--- src/rtl/skewbuf_pkg.sv ---
// Shared helpers for the skewed input buffer: pointer width and the lane payload type.
// Optional build macro used by this slice: SKEWBUF_ZERO_FILL_EN.
package skewbuf_pkg;

    localparam int DEFAULT_WIDTH = 8;

    function automatic int ptr_w(input int depth);
        return $clog2(depth);
    endfunction

    // Payload carried down a lane's skew line at the default lane width.
    typedef struct packed {
        logic                     valid;
        logic [DEFAULT_WIDTH-1:0] data;
    } lane_t;

endpackage

--- src/rtl/skew_delay.sv ---
// Per-lane skew line: STAGES registers of {valid,data}; with STAGES==0 it is a plain wire.
// Used by skew_inbuf_array (optional build macro: SKEWBUF_ZERO_FILL_EN, handled by the top).
module skew_delay
    import skewbuf_pkg::*;
#(
    parameter int WIDTH  = 8,
    parameter int STAGES = 1
) (
    input  logic             clk,
    input  logic             rstn,
    input  logic             in_valid,
    input  logic [WIDTH-1:0] in_data,
    output logic             out_valid,
    output logic [WIDTH-1:0] out_data
);

    typedef struct packed {
        logic             valid;
        logic [WIDTH-1:0] data;
    } stage_t;

    generate
        if (STAGES == 0) begin : g_wire
            logic unused_clk_rstn;
            assign unused_clk_rstn = clk ^ rstn;
            assign out_valid = in_valid;
            assign out_data  = in_data;
        end else begin : g_pipe
            stage_t pipe [STAGES];

            always_ff @(posedge clk) begin
                if (!rstn) begin
                    for (int i = 0; i < STAGES; i++) pipe[i] <= '0;
                end else begin
                    pipe[0] <= stage_t'{valid: in_valid, data: in_data};
                    for (int i = 1; i < STAGES; i++) pipe[i] <= pipe[i-1];
                end
            end

            assign out_valid = pipe[STAGES-1].valid;
            assign out_data  = pipe[STAGES-1].data;
        end
    endgenerate

endmodule

--- src/rtl/skew_inbuf_array.sv ---
// Lockstep multi-lane FIFO whose lane c output is delayed by c*SKEW_STEP cycles (diagonal wavefront).
// Build macro SKEWBUF_ZERO_FILL_EN: lanes with dvalid=0 drive zero instead of holding last data.
module skew_inbuf_array
    import skewbuf_pkg::*;
#(
    parameter int WIDTH     = 8,
    parameter int DEPTH     = 16,
    parameter int CHANNELS  = 4,
    parameter int SKEW_STEP = 1
) (
    input  logic                      clk,
    input  logic                      rstn,
    input  logic                      write,
    input  logic [CHANNELS*WIDTH-1:0] din,
    input  logic                      read,
    output logic [CHANNELS*WIDTH-1:0] dout,
    output logic [CHANNELS-1:0]       dvalid,
    output logic                      empty,
    output logic                      full,
    output logic                      overflow
);

    localparam int PW = ptr_w(DEPTH);
    localparam int CW = PW + 1;
    localparam logic [CW-1:0] DEPTH_C = CW'(DEPTH);

    logic [CHANNELS*WIDTH-1:0] mem [DEPTH];
    logic [PW-1:0]             wptr, rptr;
    logic [CW-1:0]             count;
    logic                      rd_acc, wr_acc;
    logic                      rd_valid_q;
    logic [CHANNELS*WIDTH-1:0] rd_data_q;

    // Handshake: a pop happens when read is high and the FIFO is not empty; a push happens
    // when write is high and the FIFO is not full, or is full but a pop frees a slot this cycle.
    // A push into an empty FIFO is only readable from the following cycle.
    assign empty  = (count == '0);
    assign full   = (count == DEPTH_C);
    assign rd_acc = read && !empty;
    assign wr_acc = write && (!full || rd_acc);

    always_ff @(posedge clk) begin
        if (!rstn) begin
            wptr       <= '0;
            rptr       <= '0;
            count      <= '0;
            overflow   <= 1'b0;
            rd_valid_q <= 1'b0;
            rd_data_q  <= '0;
        end else begin
            if (wr_acc) wptr <= wptr + 1'b1;
            if (rd_acc) rptr <= rptr + 1'b1;
            count <= count + CW'(wr_acc) - CW'(rd_acc);
            if (write && !wr_acc) overflow <= 1'b1;
            rd_valid_q <= rd_acc;
            // Data is kept on a bubble so hold-mode lanes keep showing their last word.
            if (rd_acc) rd_data_q <= mem[rptr];
        end
    end

    always_ff @(posedge clk) begin
        if (rstn && wr_acc) mem[wptr] <= din;
    end

    generate
        for (genvar c = 0; c < CHANNELS; c++) begin : g_lane
            logic             lane_valid;
            logic [WIDTH-1:0] lane_data;

            skew_delay #(
                .WIDTH (WIDTH),
                .STAGES(c * SKEW_STEP)
            ) u_delay (
                .clk      (clk),
                .rstn     (rstn),
                .in_valid (rd_valid_q),
                .in_data  (rd_data_q[c*WIDTH +: WIDTH]),
                .out_valid(lane_valid),
                .out_data (lane_data)
            );

            assign dvalid[c] = lane_valid;
`ifdef SKEWBUF_ZERO_FILL_EN
            assign dout[c*WIDTH +: WIDTH] = lane_valid ? lane_data : '0;
`else
            assign dout[c*WIDTH +: WIDTH] = lane_data;
`endif
        end
    endgenerate

endmodule

--- config.mk ---
export PLATFORM = sky130hd
export DESIGN_NAME = skew_inbuf_array
export DESIGN_NICKNAME = d
export VERILOG_FILES = /design/src/rtl/skewbuf_pkg.sv /design/src/rtl/skew_delay.sv /design/src/rtl/skew_inbuf_array.sv
export SDC_FILE = /design/constraint.sdc
export NUM_CORES = 1
export LEC_CHECK = 0
export ABC_AREA = 1
export ABC_CLOCK_PERIOD_IN_PS = 10510
export BUFFER_PORTS_ARGS = -buffer_cell sky130_fd_sc_hd__buf_2
export CELL_PAD_IN_SITES_DETAIL_PLACEMENT = 1
export CELL_PAD_IN_SITES_GLOBAL_PLACEMENT = 1
export CORE_ASPECT_RATIO = 1.2
export CORE_MARGIN = 2
export CORE_UTILIZATION = 50
export CTS_BUF_LIST = sky130_fd_sc_hd__clkbuf_2 sky130_fd_sc_hd__clkbuf_4 sky130_fd_sc_hd__clkbuf_8
export CTS_CLUSTER_SIZE = 40
export DETAILED_ROUTE_END_ITERATION = 16
export GPL_TIMING_DRIVEN = 0
export PLACE_DENSITY = 0.86
export SLEW_MARGIN = 20
export SYNTH_ARGS = -nofsm -noshare
export SYNTH_HDL_FRONTEND = slang
export SYNTH_SLANG_ARGS = --single-unit
--- constraint.sdc ---
create_clock -name clk -period 10.51 [get_ports clk]
set_input_delay 1.5765 -clock clk [delete_from_list [all_inputs] [get_ports clk]]
set_output_delay 1.5765 -clock clk [all_outputs]
set_load 0.005 [all_outputs]
# After elaboration in Yosys (flattened, before gate mapping)
# Memories as Yosys holds them, arrays and structs flattened. A register that Yosys moved wholly into a read port is not among the register bits.
# Index checks and enable logic that the tools add are counted.
[totals]
ff_bits = 15
ramBits = 566
inputBits = 36
output_inout_bits = 39
word_cells = 41
n_memories = 4
[classes]
n_addsub = 4
n_eq_ne = 1
n_mux = 11
bitwise = 5
n_reduce_logical = 11
[mem_list]
columns = ["memory", "words", "width", "rd", "rd_ports_with_merged_regs", "write_ports", "line", "source"]
rows = [
  ["mem", 16, 32, 1, 1, 1, "skew_inbuf_array.sv:27", "logic [CHANNELS*WIDTH-1:0] mem [DEPTH];"],
  ["g_lane[3].u_delay.g_pipe.pipe", 3, 9, 3, 0, 3, "skew_delay.sv:29", "stage_t pipe [STAGES];"],
  ["g_lane[2].u_delay.g_pipe.pipe", 2, 9, 2, 0, 2, "skew_delay.sv:29", ""],
  ["g_lane[1].u_delay.g_pipe.pipe", 1, 9, 1, 0, 1, "skew_delay.sv:29", ""],
]
[ops]
columns = ["operator", "n"]
rows = [
  ["$mux W9", 6],
  ["$reduce_or A9 Y1", 1],
  ["$add A4 B1 Y4 const B", 2],
  ["$add A5 B1 Y5", 1],
  ["$eq A5 B5 Y1 const B", 1],
  ["$logic_not A5 Y1", 1],
  ["$mux W1", 5],
  ["$or A1 B1 Y1", 5],
  ["$sub A5 B1 Y5", 1],
  ["$logic_and A1 B1 Y1", 4],
  ["$logic_not A1 Y1", 4],
  ["$logic_or A1 B1 Y1", 1],
]

# Longest topological paths before layout
[depth]
ltp_word = 8
depth_mapped = 15
ltp_nobuf = 15

# Modules after synthesis
# Synthesis repeated with hierarchy kept, for this count alone.
[hier_totals]
hier_cells = 2487
hier_area_um2 = 25544.5
[modules_own_cells]
columns = ["mod", "n_inst", "cells_per_inst", "area_each_um2", "seq_area_each_um2"]
rows = [
  ["skew_inbuf_array", 1, 2294, 23791.6, 16315.6],
  ["skew_delay at g_lane[3].u_delay", 1, 92, 837.1, 540.5],
  ["skew_delay at g_lane[2].u_delay", 1, 64, 589.3, 360.3],
  ["skew_delay at g_lane[1].u_delay", 1, 28, 259.0, 180.2],
  ["skew_delay at g_lane[0].u_delay", 1, 9, 67.6, 0.0],
]

# Least setup slack after synthesis
# OpenSTA, ideal clock, no wires.
[synth_timing]
path_kind = "in2reg"
from = "input rstn"
to = "memory mem[11][0] in the netlist's numbering, enable pin"
setup_ns = 0.461
arrival_time_ns = 4.399
required_time_ns = 10.049
setup_slack_ns = 5.650
cell_stages = 6
path_buffers = 2
cell_sequence = "buf_2 -> inv_2 -> buf_2 -> nor2_1 -> inv_1 -> nor3_1"
[synth_between]
elab_chain_cells = 3
[synth_rtl]
columns = ["element", "line", "source"]
rows = [
  ["start, declared", "skew_inbuf_array.sv:12", "input logic rstn,"],
  ["$logic_and A1 B1 Y1", "skew_inbuf_array.sv:62", "if (rstn && wr_acc) mem[wptr] <= din;"],
  ["$mux W1", "skew_inbuf_array.sv:62", ""],
  ["$mux W1 (implied by the code)", "skew_inbuf_array.sv:62", ""],
  ["end, declared", "skew_inbuf_array.sv:27", ""],
]
# Every way passes these cells.

# Worst setup path after layout
[layout_timing]
from = "input rstn"
to = "memory mem[5][11] in the netlist's numbering, enable pin"
# Same word-level chain as after synthesis.

==> metrics.txt <==
status=finished, final reports clean; Syn Inst Count=~2,400; RR Startpoint=count[2]$_SDFF_PN0_; CP max stage delay=approximately 0.73 ns; post_cts resized=0; r2r worst-path depth=10; crit path DAT=about 3.8 ns; vias in the first global route=approximately 22,000; synthesized area=25,200 um^2; CP max-delay cell=nor2_4; residual DRC count=0; Hold Path Sink=g_lane[2].u_delay.g_pipe.pipe[0][12]$_SDFF_PN0_; r2r setup slk=roughly 7.4 ns; Ys Warns=0; Worst Tran Pin Value=1.03 ns; Die W=approximately 210 um; Setup crit start kind=input pin; RSZ-0062 raised after global routing=no; Max Fclk=between 0.2 and 0.3 GHz; share of cells above drive strength 1=between 10% and 20%; CP Cell Sequence=buf_2, inv_2, buf_2, nor2_1, nand2_1, nor2_4, buf_12; IO Count=75; hold path startpoint=g_lane[2].u_delay.g_pipe.pipe[0][3]$_SDFF_PN0_; hold crit path type=reg -> reg; fin crit share=between 30 and 40%; Routed WL per cell=25.7 um; total wire length=86,800 um; RePlAce Congestion=0.835; WS Path Type=in -> reg; CTS Hold Buffers Added=0; Peak VDD IR=about 0.00014 V; syn_nets=~2,500; Clock Sinks=a little over 600; starting density of the core=approximately 50%; die height=250 um; Synth Area per Inst=a little over 10 um^2; routed via count=slightly below 20,000; Worst Skew=0.0360 ns; reg-to-reg endpoint=mem[5][11]$_DFFE_PP_; Yosys top cell by area=edfxtp_1; worst skew pair latency=0.73 ns; Core Box Area=between 50,000 and 60,000 um^2; worst hold path stage count=2; crit-path max FO=19; initial antenna violation count=3; antenna viol nets, final=0; drt pass-1 iters=6; # Post-CTS Setup Buffers=0; Storage cell area=around 17,000 um^2; Area growth, synth to finish=15.0%; setup slack at placement=about 6.5 ns; Final Util=57.9%; drt via density=5.79; final worst slack=7.06 ns; placed cells=approximately 3,200; Slew Limit Fails=0; post-synthesis sequential area ratio=just under 70%; CP dominant cell by count=buf_2; first-pass GRT wire length=approximately 130,000 um; Row Count=90; power after layout=~6.5 mW; HPWL after DPL=approximately 55,000 um; top cells by area, synth=edfxtp_1, nand2_1, dfxtp_1; Buffers on Ports=between 70 and 80; FILL cells=between 5,000 and 6,000; Worst Setup SP=rstn; Pwr Density=around 220 nW/um^2; setup violators final=0; synth unique cells=27; CTS buffer count=94; Clk pin slew, worst setup/hold paths=0.06 ns; setup tns final=0 ns; final hold viol count=0; GRT Total Usage=33.4%; Post-Layout Cell Count=approximately 3,400; CP Capture Type=register; TritonCTS clock tree=built; nets=2,697; WP data required=10.91 ns; leakage=around 13 nW; CP bufs+invs=4; largest net degree at the start of global routing=21; Longest Clk Path Bufs=3; #FFs+latches synth=610; Rel. slew slack=31.5%; number of max-cap violations=0; final worst path period need=~3.4 ns; area share of the largest cell type after synthesis=between 60% and 70%; Initial DRC Count=2,062; clk root buf=clkbuf_8; CP top delay family=simple AND/OR/NAND/NOR gates; total gr overflow=0; CTS H-tree depth=3; Die ar.=about 52,000 um^2; multi-input logic area=~5700 um^2
layout by cell type, fill, tap and decap left out, types with 3 or more instances in the layout:
master    count
nor2_4       12
o21ai_0      31
buf_6        23
buf_16       12
nand3_1     357
buf_1        10
clkinv_1     13
inv_6         4
clkbuf_1     25
buf_4        44
clkinv_2     13
nor2_1       23
a21oi_1      12
xor2_1        3
nor3_2        4
nand2_1     873
clkbuf_4     40
buf_2       130
clkbuf_8    104
inv_1       359
dfxtp_1      98
ha_1         10
edfxtp_1    512
buf_12        5
how the worst max path moves through the flow:
| stage | endpoint | depth (start not counted) | slack [ns] |
|---|---|---|---|
| 5_1_grt | mem[5][11]$_DFFE_PP_ | 8 | 7.05 |
| 6_report | mem[5][11]$_DFFE_PP_ | 7 | 7.06 |
| 3_5_place_dp | mem[0][15]$_DFFE_PP_ | 7 | 6.50 |
| 4_1_cts | mem[1][28]$_DFFE_PP_ | 7 | 7.15 |
| 2_1_floorplan | mem[11][0]$_DFFE_PP_ | 6 | 5.65 |
| 3_3_place_gp | mem[15][12]$_DFFE_PP_ | 6 | 2.84 |
synthesized netlist by cell type:
| cell | instances |
|---|---|
| nor3_1 | 4 |
| inv_2 | 2 |
| nor2_1 | 35 |
| clkbuf_1 | 25 |
| inv_1 | 359 |
| edfxtp_1 | 512 |
| a21oi_1 | 12 |
| buf_2 | 57 |
| o21bai_1 | 1 |
| buf_4 | 29 |
| inv_4 | 1 |
| nand3_1 | 357 |
| buf_12 | 1 |
| buf_8 | 1 |
| buf_1 | 10 |
| a31oi_1 | 1 |
| fa_1 | 1 |
| or2_2 | 1 |
| o21ai_0 | 31 |
| dfxtp_1 | 98 |
| buf_6 | 21 |
| xor2_1 | 3 |
| ha_1 | 10 |
| nand4_1 | 1 |
| clkinv_1 | 1 |
| nand2_1 | 873 |
| xnor2_1 | 1 |
final cells by class:
class	instances	area share, %
Antenna cell	2	0.0172
Clock buffer	144	5.96
Tap cell	644	2.78
Sequential cell	610	59.7
Multi-Input combinational cell	1331	19.8
Inverter	363	4.70
Buffer	144	3.12
Timing Repair Buffer	106	3.14
Clock inverter	33	0.771
sequential cells by signal (all words and copies together) (netlist names):
name and flops:
count 5, wptr 4, g_lane.u_delay.g_pipe.pipe 51, mem 512
overflow 1, rd_data_q 32, rptr 4, rd_valid_q 1
stage by stage:
step / area, um^2 / hold slack (ns)
after floorplan: 25200 / 0.390
after global placement: 26400 / 0.393
final: 29000 / 0.412
after detailed placement: 27100 / 0.403
after global routing: 29000 / 0.433
after CTS: 29000 / 0.417
metal layers:
| metal | wire length, um | up-vias | GRT usage [%] |
|---|---|---|---|
| met1 | 29600 | 9539 | 37.1 |
| li1 | - | 8284 | - |
| met2 | 42400 | 1285 | 56.9 |
| met5 | 0 | - | 0 |
| met4 | 6270 | 0 | 22.8 |
| met3 | 8470 | 442 | 7.80 |
kinds of logic (layout without fill, tap and decap cells):
group                      count (synthesis)  after routing  synth area share [%]
AOI/OAI and AO/OA                         45             45                 0.907
adders and majority gates                 11             11                 0.575
and+or+nand+nor                         1271           1271                  20.7
xor gates and xnor gates                   4              4                 0.139
other                                      0              2                     0
buffers and inverters                    507            790                  9.00
DFF                                      610            610                  68.7
report_power, final:
group          switching, mW  internal, mW  leakage, nW
clock network          0.985          1.11         1.05
registers             0.0458          2.74         5.42
logic                   1.16         0.441         6.37
total                   2.19          4.28         12.8
worst min-delay path, cell delays in order, from the launching register on:
cell,delay (ns)
dfxtp_1,0.30
nand2_1,0.05
inv_1,0.04
Power figures use the tool's default switching activity.
